**config.mk**
```make
export PLATFORM = sky130hd
export DESIGN_NAME = pipe_stage_buf
export DESIGN_NICKNAME = d
export VERILOG_FILES = /design/src/rtl/pipe_pkg.sv /design/src/rtl/pipe_perf_cnt.sv /design/src/rtl/pipe_stage_buf_chk.sv /design/src/rtl/pipe_stage_buf.sv
export SDC_FILE = /design/constraint.sdc
export NUM_CORES = 1
export LEC_CHECK = 0
export CORE_UTILIZATION = 40
export CTS_CLUSTER_DIAMETER = 100
export DETAILED_ROUTE_END_ITERATION = 10
export DONT_BUFFER_PORTS = 1
export PLACE_DENSITY = 0.62
export SETUP_SLACK_MARGIN = 0.02
export SKIP_CTS_REPAIR_TIMING = 1
export SLEW_MARGIN = 25
export SYNTH_ARGS = -nofsm -noshare
export SYNTH_HDL_FRONTEND = slang
export SYNTH_SLANG_ARGS = --single-unit
```
**constraint.sdc**
```tcl
create_clock -name clk -period 1.7 [get_ports clk]
set_clock_uncertainty 0.2 [all_clocks]
set_input_delay 0.34 -clock clk [delete_from_list [all_inputs] [get_ports clk]]
set_output_delay 0.34 -clock clk [all_outputs]
set_load 0.005 [all_outputs]
```
**src/rtl/pipe_pkg.sv**
```systemverilog
// Shared types and constants for the pipeline-stage buffers.
package pipe_pkg;

  typedef enum logic [1:0] {
    EMPTY = 2'd0,
    ONE   = 2'd1,
    FULL  = 2'd2
  } pipe_state_e;

  localparam logic [31:0] NOP_INST = 32'h00000013;
  localparam int          PC_W     = 64;
  localparam int          INST_W   = 32;

endpackage

```
**src/rtl/pipe_perf_cnt.sv**
```systemverilog
// Saturating event counter used for the optional stage performance counters.
module pipe_perf_cnt
  import pipe_pkg::*;
#(
  parameter int W = 32
) (
  input  logic         clk,
  input  logic         rst_n,
  input  logic         i_inc,
  output logic [W-1:0] o_count
);

  logic [W-1:0] r_cnt;

  // Count events, sticking at all-ones.
  always_ff @(posedge clk) begin
    if (!rst_n) begin
      r_cnt <= {W{1'b0}};
    end else if (i_inc && (r_cnt != {W{1'b1}})) begin
      r_cnt <= r_cnt + {{(W-1){1'b0}}, 1'b1};
    end else begin
      r_cnt <= r_cnt;
    end
  end

  assign o_count = r_cnt;

endmodule

```
**src/rtl/pipe_stage_buf_chk.sv**
```systemverilog
// Simulation-only invariants for pipe_stage_buf.
module pipe_stage_buf_chk
  import pipe_pkg::*;
(
  input logic       clk,
  input logic       rst_n,
  input logic [1:0] occupancy
);

  a_occ_le_two: assert property (@(posedge clk) disable iff (!rst_n) occupancy <= 2'd2);

endmodule

```
**src/rtl/pipe_stage_buf.sv**
```systemverilog
// Pipeline-stage register with a 2-entry skid buffer, registered in_ready and flush.
// Optional performance counters are enabled by defining PIPE_STAGE_PERF_EN.
module pipe_stage_buf
  import pipe_pkg::*;
#(
  parameter int                DATA_W     = 96,
  parameter logic [DATA_W-1:0] BUBBLE_VAL = {DATA_W{1'b0}},
  parameter int                FLUSH_HOLD = 0
) (
  input  logic              clk,
  input  logic              rst_n,
  input  logic              flush,
  input  logic              in_valid,
  input  logic [DATA_W-1:0] in_data,
  output logic              in_ready,
  output logic              out_valid,
  output logic [DATA_W-1:0] out_data,
  input  logic              out_ready,
  output logic [1:0]        occupancy
`ifdef PIPE_STAGE_PERF_EN
  ,
  output logic [31:0]       stall_cnt,
  output logic [31:0]       flush_cnt
`endif
);

  pipe_state_e       r_state;
  pipe_state_e       w_state_d;
  logic [DATA_W-1:0] r_main_q;
  logic [DATA_W-1:0] r_skid_q;
  logic [DATA_W-1:0] w_main_d;
  logic [DATA_W-1:0] w_skid_d;
  logic              r_in_ready;
  logic              r_out_valid;
  logic              w_in_xfer;
  logic              w_out_xfer;

  assign w_in_xfer  = in_valid & r_in_ready;
  assign w_out_xfer = r_out_valid & out_ready;

  // Next state and next payloads; main always holds BUBBLE_VAL when empty.
  always_comb begin
    w_state_d = r_state;
    w_main_d  = r_main_q;
    w_skid_d  = r_skid_q;
    if (flush) begin
      if (w_in_xfer && (FLUSH_HOLD == 0)) begin
        w_state_d = ONE;
        w_main_d  = in_data;
      end else begin
        w_state_d = EMPTY;
        w_main_d  = BUBBLE_VAL;
      end
    end else begin
      case (r_state)
        EMPTY: begin
          if (w_in_xfer) begin
            w_state_d = ONE;
            w_main_d  = in_data;
          end else begin
            w_state_d = EMPTY;
          end
        end
        ONE: begin
          if (w_in_xfer && w_out_xfer) begin
            w_main_d = in_data;
          end else if (w_in_xfer) begin
            w_state_d = FULL;
            w_skid_d  = in_data;
          end else if (w_out_xfer) begin
            w_state_d = EMPTY;
            w_main_d  = BUBBLE_VAL;
          end else begin
            w_state_d = ONE;
          end
        end
        FULL: begin
          if (w_out_xfer) begin
            w_state_d = ONE;
            w_main_d  = r_skid_q;
          end else begin
            w_state_d = FULL;
          end
        end
        default: begin
          w_state_d = EMPTY;
          w_main_d  = BUBBLE_VAL;
        end
      endcase
    end
  end

  // State, payload and registered handshake outputs.
  always_ff @(posedge clk) begin
    if (!rst_n) begin
      r_state     <= EMPTY;
      r_main_q    <= BUBBLE_VAL;
      r_skid_q    <= BUBBLE_VAL;
      r_in_ready  <= 1'b1;
      r_out_valid <= 1'b0;
    end else begin
      r_state     <= w_state_d;
      r_main_q    <= w_main_d;
      r_skid_q    <= w_skid_d;
      r_in_ready  <= (w_state_d != FULL);
      r_out_valid <= (w_state_d != EMPTY);
    end
  end

  assign in_ready  = r_in_ready;
  assign out_valid = r_out_valid;
  assign out_data  = r_main_q;
  assign occupancy = r_state;

`ifdef PIPE_STAGE_PERF_EN
  pipe_perf_cnt #(.W(32)) u_stall_cnt (
    .clk     (clk),
    .rst_n   (rst_n),
    .i_inc   (r_out_valid & ~out_ready),
    .o_count (stall_cnt)
  );

  pipe_perf_cnt #(.W(32)) u_flush_cnt (
    .clk     (clk),
    .rst_n   (rst_n),
    .i_inc   (flush & (r_state != EMPTY)),
    .o_count (flush_cnt)
  );
`endif

  pipe_stage_buf_chk u_chk (
    .clk       (clk),
    .rst_n     (rst_n),
    .occupancy (occupancy)
  );

endmodule

```
**After elaboration in Yosys (flattened, before gate mapping)**

Cells that the tools add are included.

- Flip-flop bits (word level): 196
- Input port bits: 101
- Output and inout port bits: 100
- Word-level logic and storage cells: 36

- Equality and inequality tests: 7
- Multiplexer cells: 15
- Bitwise operators: 4
- Reductions and logical operators: 5

Operators with widths:

| operator | count |
|---|---|
| $mux W96 | 7 |
| $pmux W96 S3 | 1 |
| $mux W2 | 4 |
| $ne A4 B4 Y1 const B | 2 |
| $reduce_and A4 Y1 | 2 |
| $ne A3 B3 Y1 const B | 2 |
| $pmux W2 S3 | 1 |
| $and A1 B1 Y1 | 2 |
| $eq A2 B1 Y1 const B | 1 |
| $eq A2 B2 Y1 const B | 1 |
| $logic_not A2 Y1 | 1 |
| $mux W1 | 2 |
| $ne A2 B2 Y1 const B | 1 |
| $not A1 Y1 | 2 |
| $reduce_bool A2 Y1 | 1 |
| $logic_and A1 B1 Y1 | 1 |

**Longest topological paths before layout**

Gate-level depths: netlist of run 1.

- Depth after elaboration: 7
- Gate-level depth with buffers: 8
- Depth with buffers taken out: 4

**Least setup slack after synthesis of run 1**

Ideal clock, no wire load.

- Kind: reg2reg
- From: register r_state[0] (netlist: occupancy[0])
- To: register r_main_q[10] (netlist: out_data[10])
- Data arrival time: 1.507 ns
- Data required time: 1.377 ns
- Path slack: -0.130 ns
- Cell stages (with the launch flop): 9
- Period minus slack after synthesis: 1.830 ns
- Path through: dfxtp_1 > buf_2 > xor2_1 > a21o_1 > buf_2 > buf_4 > buf_4 > a221oi_1 > nor2_1

- Word-level cells in the longest chain between the ends: 3
- Elaborated cells on any way between the ends: 10
- Those cells by class: eq/ne: 6; mux: 2; reduce/logical: 2

Ends and longest elaborated chain:

| item | line | RTL |
|---|---|---|
| from (decl) | pipe_stage_buf.sv:27 | `pipe_state_e r_state;` |
| from (signal assigned) | pipe_stage_buf.sv:102 | `r_state <= w_state_d;` |
| $eq A2 B1 Y1 (tied with other cells) | pipe_stage_buf.sv:55 | `case (r_state)` |
| $ne A4 B4 Y1 (no source line) (tied with other cells) | - |  |
| $reduce_and A4 Y1 (no source line) or $mux W96 (tied branches) | - |  |
| to (signal assigned) | pipe_stage_buf.sv:103 | `r_main_q <= w_main_d;` |
| to (decl) | pipe_stage_buf.sv:29 | `logic [DATA_W-1:0] r_main_q;` |

Several ways; a longest one is shown, not always the timed one.
A chain may end at the register's enable or synchronous reset.

**Final worst setup path of run 1**

- From: register r_in_ready (netlist: in_ready)
- To: register r_main_q[56] (netlist: out_data[56])

- Word-level cells in the longest chain between the ends: 5
- Elaborated cells on any way between the ends: 10
- Those cells by class: eq/ne: 3; mux: 4; bitwise: 1; reduce/logical: 2

Ends and longest elaborated chain:

| item | line | RTL |
|---|---|---|
| from (decl) | pipe_stage_buf.sv:33 | `logic r_in_ready;` |
| from (signal assigned) | pipe_stage_buf.sv:105 | `r_in_ready <= (w_state_d != FULL);` |
| $and A1 B1 Y1 (*) | pipe_stage_buf.sv:38 | `assign w_in_xfer = in_valid & r_in_ready;` |
| $logic_and A1 B1 Y1 | pipe_stage_buf.sv:65 | `if (w_in_xfer && w_out_xfer) begin` |
| $mux W96 | pipe_stage_buf.sv:65 |  |
| $pmux W96 S3 | pipe_stage_buf.sv:55 |  |
| $mux W96 | pipe_stage_buf.sv:46 | `if (flush) begin` |

Every way passes the cells marked *; elsewhere a longest branch is shown, timed or not.

==> results of run 1 <==
-- path summary, 6_finish.rpt --
kind | end | from | slack [ps] | cells past startpoint
hold reg to reg | r_skid_q[54]$_SDFFE_PN0P_ | r_skid_q[54]$_SDFFE_PN0P_ | 260 | 2
setup reg to reg | out_data[56]$_SDFFE_PN0P_ | in_ready$_SDFF_PN1_ | -90 | 6
setup / recovery | out_data[56]$_SDFFE_PN0P_ | in_ready$_SDFF_PN1_ | -90 | 6
hold / removal | out_data[27]$_SDFFE_PN0P_ | rst_n | -170 | 2
-- flip-flops by register name (all words and copies together), names as in the netlist --
| name | flops |
|---|---|
| r_skid_q | 96 |
| in_ready | 1 |
| out_valid | 1 |
| out_data | 96 |
| occupancy | 2 |
-- synthesized netlist by cell type, drive strengths merged --
cell type	count	area [um2]
buf	46	258
o221ai	1	8.76
nand4	1	6.26
a21o	2	15.0
nand2	192	721
a211oi	1	12.5
a21boi	98	736
nand4b	1	23.8
a211o	1	8.76
inv	2	7.50
a21oi	2	13.8
a31oi	1	6.26
a221oi	96	841
nor3	1	10.0
and4b	1	10.0
a2111oi	1	27.5
dfxtp	196	3920
and3	1	6.26
or3	1	6.26
and2	1	6.26
xor2	1	8.76
clkbuf	40	150
nor2	96	360
o211ai	1	12.5
nand3	1	5.00
o21ai	97	485
-- per-layer routing --
layer	global-route usage	part of all wire	up-vias
li1	-	-	3279
met1	0.250	0.44	3180
met2	0.321	0.49	200
met3	0.0598	0.056	19
met4	0.0715	0.013	0
met5	0	0	-
-- kinds of logic after synthesis --
group,after synthesis,share of synthesized area
XOR/XNOR,1,0.00114
AND/OR/NAND/NOR,296,0.151
buffers and inverters,88,0.0542
flip-flops,196,0.512
AO/OA/AOI/OAI,301,0.283
-- report_power, final --
group          switching [mW]  total (mW)  leakage, nW  internal, mW
Clock                    1.85        4.03        0.276          2.18
Sequential              0.262        5.18         1.61          4.92
Combinational           0.853        1.72         1.81         0.864
Total                    2.96        10.9         3.69          7.96
-- worst register-to-register path: stages (launching register included) --
cell	delay, ps
dfxtp_4	410
nand4_1	210
o211ai_4	350
buf_12	160
buf_12	160
a221oi_1	100
nor2_1	150
-- layout make-up --
type	instances	area (um2)	share of cell area
Clock buffer	17	425	0.0412
Clock inverter	14	150	0.0145
Inverter	2	7.51	0.000726
Multi-Input combinational cell	598	3750	0.363
Sequential cell	196	3940	0.381
Tap cell	234	293	0.0283
Timing Repair Buffer	144	1770	0.172
==> metrics, run 1 <==
Leak=3.69 nW; post-route cell area=10300 um2; synthesis-stage register bit count=196; worst path required time=1850 ps; CP Cell Sequence=nand4_1 > o211ai_4 > buf_12 > buf_12 > a221oi_1 > nor2_1; Ys Warns=0; drt total wl=22100 um; Crit Path Category=flop to flop; commonest non-fill, non-tap cell in the layout=dfxtp_1; fillers=1664; # clock sinks=196; crit-path max cell delay=410 ps; Setup WS pre-CTS=-61.0 ps; PD cells=1060 nW/um2; worst vdd ir=0.664 mV; Row Count=50; CP dominant cell by count=buf_12; gpl congestion=0.777; HP Class=input port to flop; setup ws final=-89.1 ps; die height=140 um; synth unique cells=30; register area share after synthesis=0.512; global-route wire length before repair=31400 um; largest net degree at the start of global routing=196; initial antenna violation count=0; fin util=0.551; # diodes=0; final hold violation count=75; H-tree depth=4; share of post-route cells with drive strength above 1=0.165; DP Area=8320 um2; global route total overflow=0; Slew headroom=0.737; Clock Pin Slew Worst Setup and Hold Paths=70 ps; max-cap check violation count=0; DR pass1 iterations=6; initial cell density of the core=0.409; CTS Root Cell=clkbuf_16; Buf/Inv on CP=2; # placed instances=1059; hold slack=-170 ps; later-pin clock latency in the skew report=420 ps; CP arrival=1940 ps; fin crit period=1790 ps; vias per cell=5.54; Cell Count, Final, Fillers Out=1205; CP endpoint kind=flop; area of the core=18800 um2; RSZ-0062 raised after global routing=yes; failing checks=negative hold slack, negative setup slack; Layout area overhead=34.8%; Achievable Freq=559 MHz; GRT Resource Usage Total=0.199; CP max-delay cell=dfxtp_4; CP max FO=18; Die Footprint=19700 um2; Boundary Pins=201; Final HPWL DP=11700 um; period utilization=1.05; via count=6678; Startpoint Class=flop; Remaining DRCs=0; Num CTS Buffers=17; worst slew pin tran=393 ps; Initial DRC Count=306; DRT antenna net count=0; family with the most delay on the worst path=compound AO/OA/AOI/OAI gates; Die W=140 um; CTS tree=built; Max Slew Vio Count=0; syn_area_per_cell=8.70 um2; clock buffer depth=2; Syn Inst Count=882; Avg WL per Cell=18.3 um; Total Negative Setup Slacks=-2160 ps; vias in the first global route=5936; syn nets=983; final net count=1060; Mapped Area=7670 um2; most frequent cells in the layout=193 x dfxtp_1, 189 x nand2_1, 96 x nor2_1; Tot Pwr=10.9 mW; status=finished with violations; Final setup viols=86; PortBufs=0
No activity file was read; power rests on OpenSTA's default activity.
==> inputs of run 2 (changes only) <==
--- a/config.mk
+++ b/config.mk
@@ -5,6 +5,7 @@
 export SDC_FILE = /design/constraint.sdc
 export NUM_CORES = 1
 export LEC_CHECK = 0
+export ABC_CLOCK_PERIOD_IN_PS = 1700
 export CORE_UTILIZATION = 40
 export CTS_CLUSTER_DIAMETER = 100
 export DETAILED_ROUTE_END_ITERATION = 10
==> constraint.sdc (replaced) <==
create_clock -name clk -period 1.7 [get_ports clk]
set_clock_uncertainty 0.2 [all_clocks]
set_input_delay 0.255 -clock clk [delete_from_list [all_inputs] [get_ports clk]]
set_output_delay 0.255 -clock clk [all_outputs]
set_load 0.005 [all_outputs]
==> run 2 against run 1 <==
Against the previous run: first-iteration DRC count rose by 43%; core utilization grew 1.2 points; sequential share of layout area shrank 0.84 points; worst setup slack worse by 7.7 ps; clock power about the same; fmax decreased by 0.43%; power grew 0.89%; flip-flop and latch count unchanged; the run still ends with negative hold slack, negative setup slack left; highest routed layer unchanged; largest power group unchanged; non-clock buffer count is 13 higher.
==> metrics, run 2 (same netlist as run 1, synthesis figures left out) <==
status=finished with violations; failing checks=negative hold slack, negative setup slack; gpl congestion=0.713 (-8.2%); # clock sinks=196 (unchanged); number of cells on the worst reg-to-reg path=7 (+1); Reg power frac=0.472 (-0.002); RSZ-0062 raised after global routing=yes; Buf/Inv on CP=3 (+1); Leak=3.82 nW (+3.6%); PD cells=1040 nW/um2 (-1.3%); Initial DRC Count=437 (+43%); DR pass1 iterations=5 (-1); CP endpoint kind=flop; setup ws final=-96.7 ps (-7.67 ps); CP Depth=7 (+1); worst path required time=1810 ps (-40 ps); Psw=2.96 mW (-0.18%); sw frac=0.268 (-0.00287); GRT Resource Usage Total=0.201 (+0.00201); Crit Path Category=flop to flop; Slew headroom=0.776 (+0.0386); vias per cell=5.54 (-0.11%); Max Slew Vio Count=0 (unchanged); CP dominant cell by count=buf_12; clock buffer depth=2 (unchanged); final hold violation count=187 (+150%); CP Cell Sequence=a2111oi_4 > buf_4 > a21oi_4 > buf_12 > buf_12 > o21ai_0 > nor2_1; crit-path max cell delay=370 ps (-40 ps); initial antenna violation count=0 (unchanged); fin util=0.563 (+0.0124); worst slew pin tran=336 ps (-56.6 ps); CTS tree=built; CTS Root Cell=clkbuf_16; Boundary Pins=201 (unchanged); Startpoint Class=flop; max-cap check violation count=0 (unchanged); Final setup viols=92 (+7.0%); worst vdd ir=0.685 mV (+3.1%); area of the core=18800 um2 (unchanged); Layout area overhead=37.8%; CP max FO=34 (+16); Cell Count, Final, Fillers Out=1219 (+1.2%); Clock Power Share=0.367 (-0.002); Achievable Freq=557 MHz (-0.43%); die height=140 um (unchanged); commonest non-fill, non-tap cell in the layout=dfxtp_1; most frequent cells in the layout=193 x dfxtp_1, 180 x nand2_1, 96 x nor2_1, 96 x dlygate4sd3_1, 71 x a21boi_1; Row Count=50 (unchanged); period utilization=1.06 (+0.00451); drt total wl=21400 um (-3.0%); Remaining DRCs=0 (unchanged); Gate power share=0.161 (+0.004); hold path depth=2 (unchanged); initial cell density of the core=0.409 (unchanged); final net count=1073 (+1.2%); Avg WL per Cell=17.6 um (-4.1%); DRT antenna net count=0 (unchanged); share of post-route cells with drive strength above 1=0.206 (+0.0413); # placed instances=1080 (+2.0%); largest net degree at the start of global routing=196 (unchanged); family with the most delay on the worst path=compound AO/OA/AOI/OAI gates; vias in the first global route=5791 (-2.4%); fillers=1677 (+0.78%); Num CTS Buffers=17 (unchanged); Clock Pin Slew Worst Setup and Hold Paths=70 ps (about the same); later-pin clock latency in the skew report=420 ps (about the same); H-tree depth=4 (unchanged); CP max-delay cell=dfxtp_4; global route total overflow=0 (unchanged); Die W=140 um (unchanged); global-route wire length before repair=31600 um (+0.79%); via count=6748 (+1.0%); PortBufs=0 (unchanged); CP arrival=1900 ps (-40 ps); fin crit period=1800 ps (+7.67 ps); # diodes=0 (unchanged); Final HPWL DP=12500 um (+6.5%); hold slack=-220 ps (-50.0 ps); Internal Power=8.06 mW (+1.3%); Die Footprint=19700 um2 (unchanged); HP Class=input port to flop
run 2: cell types whose count changed in the layout (fill, tap and decap cells not counted), moves of 9 or more:
cell      before  now
a21boi_0      38   17
a21boi_1      56   71
buf_4         12   21
nand2_1      189  180
o21ai_0       44   11
o21ai_1       42   59
o21ai_2       11   27
run 2: per-stage QoR:
step | area, um2 | total power [mW] | setup slack (ps) | TNS [ps] | hold slack [ps]
global route | 10600 | 11.5 | -161 | -13950 | -240
detailed placement | 8500 | 6.61 | -155 | -15490 | 197
finish | 10600 | 11.0 | -96.7 | -2140 | -220
CTS | 9090 | 10.7 | -177 | -18300 | -261
global placement | 8500 | 6.59 | -124 | -15250 | 190
floorplan | 8040 | 6.20 | 7.65 | 0 | 190
run 2: final timing paths:
path	slack (ps)	end	startpoint
worst max-delay path	-100	out_data[90]$_SDFFE_PN0P_	in_ready$_SDFF_PN1_
worst min-delay path	-220	out_data[46]$_SDFFE_PN0P_	rst_n
worst max register to register	-100	out_data[90]$_SDFFE_PN0P_	in_ready$_SDFF_PN1_
worst min register to register	250	r_skid_q[5]$_SDFFE_PN0P_	r_skid_q[5]$_SDFFE_PN0P_
run 2: cell type report:
class                   count  area, um2  area share
clock buffers              19        443      0.0419
repair buffers            157       1840       0.174
well taps                 234        293      0.0277
flip-flops and latches    196       3940       0.372
inverters                   2       7.51    0.000710
multi-input cells         598       3900       0.369
clock inverters            13        149      0.0141
run 2: power by group through the flow:
stage	clock (mW)	sequential (mW)	combinational (mW)
after CTS	4.15	5.18	1.34
after global routing	4.37	5.24	1.93
after floorplan	0	5.19	1.01
after global placement	0	5.27	1.32
final	4.05	5.20	1.77
after detailed placement	0	5.28	1.33
run 2: layer usage:
layer | vias to the layer above | global-route usage | share of wire
met3 | 13 | 0.0674 | 0.063
met4 | 0 | 0.0509 | 0.0092
met1 | 3220 | 0.254 | 0.42
li1 | 3318 | - | -
met5 | - | 0 | 0
met2 | 197 | 0.327 | 0.50
run 2: worst reg2reg max path, cell delays in order (launching register included):
cell       delay [ps]
dfxtp_4           370
a2111oi_4         340
buf_4             180
a21oi_4            30
buf_12            130
buf_12            160
o21ai_0           210
nor2_1             60
